## config.mk

```make
export PLATFORM = sky130hd
export DESIGN_NAME = sync_fifo_flex
export DESIGN_NICKNAME = d
export VERILOG_FILES = /design/src/rtl/sync_fifo_pkg.sv /design/src/rtl/sync_fifo_mem.sv /design/src/rtl/sync_fifo_flex.sv
export SDC_FILE = /design/constraint.sdc
export NUM_CORES = 1
export LEC_CHECK = 0
export BUFFER_PORTS_ARGS = -buffer_cell sky130_fd_sc_hd__buf_2
export CELL_PAD_IN_SITES_DETAIL_PLACEMENT = 2
export CELL_PAD_IN_SITES_GLOBAL_PLACEMENT = 2
export CORE_ASPECT_RATIO = 1.25
export CORE_MARGIN = 1
export CORE_UTILIZATION = 40
export CTS_BUF_LIST = sky130_fd_sc_hd__clkbuf_4
export DETAILED_ROUTE_END_ITERATION = 6
export PLACE_DENSITY_LB_ADDON = 0.1
export SLEW_MARGIN = 25
export SYNTH_ARGS = -nofsm -noshare
export SYNTH_HDL_FRONTEND = slang
export SYNTH_SLANG_ARGS = --single-unit
export TNS_END_PERCENT = 10
```

## constraint.sdc

```tcl
create_clock -name clk -period 12.2 [get_ports clk]
set_input_delay 3.66 -clock clk [delete_from_list [all_inputs] [get_ports clk]]
set_output_delay 3.66 -clock clk [all_outputs]
set_load 0.05 [all_outputs]
```

## src/rtl/sync_fifo_pkg.sv

```systemverilog
// Shared types, default widths and sizing helpers for the flit FIFO.
package sync_fifo_pkg;

  localparam int unsigned SRC_W_DEF  = 8;
  localparam int unsigned DST_W_DEF  = 8;
  localparam int unsigned DATA_W_DEF = 32;
  localparam int unsigned DEPTH_DEF  = 8;

  typedef struct packed {
    logic [SRC_W_DEF-1:0]  src;
    logic [DST_W_DEF-1:0]  dst;
    logic [DATA_W_DEF-1:0] data;
  } flit_t;

  // Encoding is {wr_ok, rd_ok} so the accept pair casts directly.
  typedef enum logic [1:0] {
    OP_NONE = 2'b00,
    OP_POP  = 2'b01,
    OP_PUSH = 2'b10,
    OP_BOTH = 2'b11
  } op_e;

  function automatic int unsigned ptr_w(input int unsigned depth);
    return (depth > 1) ? $clog2(depth) : 1;
  endfunction

  function automatic int unsigned cnt_w(input int unsigned depth);
    return $clog2(depth + 1);
  endfunction

endpackage

```

## src/rtl/sync_fifo_mem.sv

```systemverilog
// 1W/1R register array with asynchronous read; kept separate so a RAM macro can replace it.
module sync_fifo_mem
  import sync_fifo_pkg::*;
#(
  parameter int unsigned DEPTH = DEPTH_DEF,
  parameter int unsigned PTR_W = ptr_w(DEPTH),
  parameter type         word_t = flit_t
) (
  input  logic             clk_i,
  input  logic             we_i,
  input  logic [PTR_W-1:0] waddr_i,
  input  word_t            wdata_i,
  input  logic [PTR_W-1:0] raddr_i,
  output word_t            rdata_o
);

  word_t mem_q [DEPTH];

  always_ff @(posedge clk_i) begin
    if (we_i) begin
      mem_q[waddr_i] <= wdata_i;
    end
  end

  assign rdata_o = mem_q[raddr_i];

endmodule

```

## src/rtl/sync_fifo_flex.sv

```systemverilog
// Parametrised flit FIFO: pointers, occupancy count, threshold/error flags and read port.
module sync_fifo_flex
  import sync_fifo_pkg::*;
#(
  parameter int unsigned SRC_W  = SRC_W_DEF,
  parameter int unsigned DST_W  = DST_W_DEF,
  parameter int unsigned DATA_W = DATA_W_DEF,
  parameter int unsigned DEPTH  = DEPTH_DEF,
  parameter int unsigned AF_LVL = DEPTH - 2,
  parameter int unsigned AE_LVL = 1,
  parameter int unsigned FWFT   = 0,
  parameter int unsigned CNT_W  = cnt_w(DEPTH)
) (
  input  logic              clk,
  input  logic              rstn,
  input  logic [SRC_W-1:0]  src_in,
  input  logic [DST_W-1:0]  dst_in,
  input  logic [DATA_W-1:0] data_in,
  input  logic              writep,
  input  logic              readp,
  input  logic              clr_errp,
  output logic [SRC_W-1:0]  src_out,
  output logic [DST_W-1:0]  dst_out,
  output logic [DATA_W-1:0] data_out,
  output logic              emptyp,
  output logic              fullp,
  output logic              almostfullp,
  output logic              almostemptyp,
  output logic [CNT_W-1:0]  count,
  output logic              overflowp,
  output logic              underflowp
);

  localparam int unsigned PTR_W = ptr_w(DEPTH);

  typedef struct packed {
    logic [SRC_W-1:0]  src;
    logic [DST_W-1:0]  dst;
    logic [DATA_W-1:0] data;
  } word_t;

  logic [PTR_W-1:0] head_q, head_d, tail_q, tail_d;
  logic [CNT_W-1:0] count_q, count_d;
  logic             ovf_q, ovf_d, udf_q, udf_d;
  word_t            out_q, out_d;
  word_t            wr_word, rd_word, shown;
  logic             empty, full, wr_ok, rd_ok;
  op_e              op;

  // Flags come only from the registered count, never from readp/writep.
  assign empty = (count_q == '0);
  assign full  = (count_q == CNT_W'(DEPTH));

  assign rd_ok = readp && !empty;
  assign wr_ok = writep && (!full || rd_ok);
  assign op    = op_e'({wr_ok, rd_ok});

  assign wr_word = '{src: src_in, dst: dst_in, data: data_in};

  sync_fifo_mem #(
    .DEPTH (DEPTH),
    .PTR_W (PTR_W),
    .word_t(word_t)
  ) u_mem (
    .clk_i  (clk),
    .we_i   (wr_ok),
    .waddr_i(head_q),
    .wdata_i(wr_word),
    .raddr_i(tail_q),
    .rdata_o(rd_word)
  );

  always_comb begin
    head_d  = head_q;
    tail_d  = tail_q;
    count_d = count_q;
    unique case (op)
      OP_PUSH: begin
        head_d  = head_q + PTR_W'(1);
        count_d = count_q + CNT_W'(1);
      end
      OP_POP: begin
        tail_d  = tail_q + PTR_W'(1);
        count_d = count_q - CNT_W'(1);
      end
      OP_BOTH: begin
        head_d = head_q + PTR_W'(1);
        tail_d = tail_q + PTR_W'(1);
      end
      default: ;
    endcase
  end

  // A new error in the same cycle as a clear takes priority.
  always_comb begin
    ovf_d = clr_errp ? 1'b0 : ovf_q;
    udf_d = clr_errp ? 1'b0 : udf_q;
    if (writep && !wr_ok) ovf_d = 1'b1;
    if (readp && !rd_ok)  udf_d = 1'b1;
  end

  always_comb begin
    out_d = out_q;
    if (rd_ok && (FWFT == 0)) out_d = rd_word;
  end

  always_ff @(posedge clk or negedge rstn) begin
    if (!rstn) begin
      head_q  <= '0;
      tail_q  <= '0;
      count_q <= '0;
      ovf_q   <= 1'b0;
      udf_q   <= 1'b0;
      out_q   <= '0;
    end else begin
      head_q  <= head_d;
      tail_q  <= tail_d;
      count_q <= count_d;
      ovf_q   <= ovf_d;
      udf_q   <= udf_d;
      out_q   <= out_d;
    end
  end

  // Fall-through shows the array head; gated to zero while empty since storage is never reset.
  assign shown = (FWFT != 0) ? (empty ? '0 : rd_word) : out_q;

  assign src_out      = shown.src;
  assign dst_out      = shown.dst;
  assign data_out     = shown.data;
  assign emptyp       = empty;
  assign fullp        = full;
  assign almostfullp  = (count_q >= CNT_W'(AF_LVL));
  assign almostemptyp = (count_q <= CNT_W'(AE_LVL));
  assign count        = count_q;
  assign overflowp    = ovf_q;
  assign underflowp   = udf_q;

endmodule

```

==> results.sh <==
export IMPL_outcome="complete, no violations"
export IMPL_hold_path_class="reg2reg"
export IMPL_pwr_density_cell_nw_per_um2=251
export IMPL_cp_data_arrival_time_ns=2.73
export IMPL_grt_max_degree=61
export IMPL_hold_buffers=0
export IMPL_regArea_sq_um=13000
export IMPL_post_cts_resized=0
export IMPL_vias=9504
export IMPL_synth_top_cells_by_count="384 x edfxtp_1, 193 x mux2i_1, 105 x nand2_1, 96 x a22oi_1, 60 x dfrtp_1"
export IMPL_detail_route_iter0_violations=478
export IMPL_crit_path_end_kind="primary output"
export IMPL_grt_pass1_vias=10671
export IMPL_postCtsSetupBuffers=0
export IMPL_hold_violations=0
export IMPL_synth_warnings=0
export IMPL_gr_total_overflow=0
export IMPL_p_sw_uw=1860
export IMPL_syn_nets=1059
export IMPL_clk_latency_ns=0.82
export IMPL_drv_slew=0
export IMPL_setup_viol=0
export IMPL_async_flop_share=0.135
export IMPL_synth_edf_count=384
export IMPL_synth_top_cell_by_area="edfxtp_1"
export IMPL_p_clk_frac=0.246
export IMPL_die_h_microns=232
export IMPL_synth_seq_cells=444
export IMPL_clk_path_buf_depth=3
export IMPL_synth_top_flop_cell="edfxtp_1"
export IMPL_fp_row_count=84
export IMPL_critPathLaunchType="flop"
export IMPL_cts_sinks=444
export IMPL_yosys_top_cells_area="edfxtp_1 68%, mux2i_1 11%, dfrtp_1 8.9%, a22oi_1 4.2%, nand2_1 2.3%"
export IMPL_dieArea_sq_um=43200
export IMPL_antenna_found_initial=2
export IMPL_grt_first_pass_wirelength_microns=62900
export IMPL_drc=0
export IMPL_fin_crit_sh=0.523
export IMPL_portBuffers=110
export IMPL_detail_route_antenna_nets=0
export IMPL_grt_use_total=0.198
export IMPL_synthCells=1000
export IMPL_critPathMaxFanout=6
export IMPL_setup_tns_ns=0
export IMPL_fill_cells=3993
export IMPL_dp_slack_ns=6.02
export IMPL_cts_buffers=109
export IMPL_vdd_ir_drop_max_v=0.000120
export IMPL_maxCapViolCount=0
export IMPL_power_internal_uw=3060
export IMPL_htreeDepth=3
export IMPL_criticalPathCategory="reg2out"
export IMPL_dp_hpwl_microns=23000
export IMPL_p_comb_frac=0.325
export IMPL_skew_ns=0.0526
export IMPL_clockRootBuffer="clkbuf_4"
export IMPL_syn_to_final_growth_pct=15.6
export IMPL_synth_top_cell_area_share=0.680
export IMPL_tritoncts="yes"
export IMPL_synth_most_common_cell="edfxtp_1"
export IMPL_wl_per_cell_microns=22.5
export IMPL_fin_crit_ns=6.39
export IMPL_multi_input_area_sq_um=3780
export IMPL_core_area_sq_um=41900
export IMPL_timing_fmax_mhz=157
export IMPL_synth_seq_area_share=0.768
export IMPL_netlist_area_sq_um=17000
export IMPL_die_w_microns=186
export IMPL_globalplace_congestion=0.671
export IMPL_worstPathRequired_ns=8.54
export IMPL_vias_per_cell=5.18
export IMPL_cts_clk_slew_worst_paths_ns=0.07
export IMPL_p_leak_uw=0.00749
export IMPL_p_sw_frac=0.379
export IMPL_finalWorstSetupSlack_ns=5.81
export IMPL_top_level_ports=111
export IMPL_synth_cell_types=32
export IMPL_start_util=0.404
export IMPL_firstDrtPassIters=4
export IMPL_nets=1244
export IMPL_rsz0062_at_grt="no"
export IMPL_wl_microns=41200
export IMPL_worst_pin_slew_ns=1.03
export IMPL_max_slew_margin=0.311
export IMPL_drive_gt1_frac=0.245
export IMPL_syn_area_per_cell_sq_um=17.0
export IMPL_seqPwrFrac=0.429
## power by group through the flow
stage               registers, uW  clock network, uW  logic (uW)
global route                 2140               1330        1730
global placement             2130                  0        1600
CTS                          2120               1260        1640
detailed placement           2150                  0        1630
finish                       2110               1210        1600
floorplan                    2400                  0         862
## cell families (layout without fill, tap and decap cells)
family | count (synthesis) | in the layout | synth area share
compound gates | 104 | 104 | 0.0465
xor+xnor | 8 | 8 | 0.00413
fa+ha+maj | 6 | 6 | 0.00443
buf+inv | 59 | 334 | 0.0145
flops | 444 | 444 | 0.768
mux | 195 | 195 | 0.115
other cells | 0 | 1 | 0
simple gates | 184 | 184 | 0.0468
## metrics by stage
stage	instances	utilization	total power [uW]	hold WS, ns	area, sq um
floorplan	1000	-	3260	0.480	17000
detailed placement	1633	0.434	3780	0.461	18200
CTS	1834	0.467	5020	0.476	19600
global placement	1633	0.434	3730	0.454	18200
finish	1835	0.467	4920	0.469	19600
global route	1835	0.467	5200	0.498	19600
## per-layer routing
metal,GRT usage,up-vias,routed length (microns)
met5,0,-,13
met3,0.0378,63,1690
met4,0.0763,2,792
met2,0.347,214,21400
met1,0.240,4932,17300
li1,-,4293,-
## final timing paths
path                         startpoint                  to  slack, ns  cells after the start
setup / recovery               count[0]              emptyp       5.81                      4
hold / removal             data_out[30]        data_out[30]       0.47                      2
setup reg to reg               count[0]  u_mem.mem_q[2][27]       8.82                      7
hold reg to reg            data_out[30]        data_out[30]       0.47                      2
max in group asynchronous          rstn           tail_q[0]       8.54                      1
min in group asynchronous          rstn          dst_out[6]       2.98                      1
## cell type report
| type | instances | area share |
|---|---|---|
| Inverter | 6 | 0.00115 |
| Timing Repair Buffer | 127 | 0.0347 |
| Multi-Input combinational cell | 497 | 0.193 |
| Clock buffer | 157 | 0.0601 |
| Clock inverter | 44 | 0.0102 |
| Tap cell | 559 | 0.0357 |
| Sequential cell | 444 | 0.665 |
| Antenna cell | 1 | 0.000128 |
## flip-flops by register name, summed over array words and instances (netlist names), 3 cells and up
signal and count:
u_mem.mem_q 384, data_out 32, dst_out 8, src_out 8, count 4, head_q 3, tail_q 3
## cells in the final DEF, fill, tap and decap left out, types with 8 or more instances in the layout
master	instances
nand3_1	48
dfrtp_1	59
buf_4	18
nand2_1	105
edfxtp_1	384
a22oi_1	96
buf_2	109
nor2_4	8
mux2i_1	193
clkbuf_4	157
clkinv_1	34
## worst max-delay path, stage by stage, from the launching register on
cell	delay [ns]
dfrtp_1	0.43
inv_1	0.14
ha_1	0.27
nor3b_1	0.66
buf_2	0.39
No activity file was read; power rests on OpenSTA's default activity.
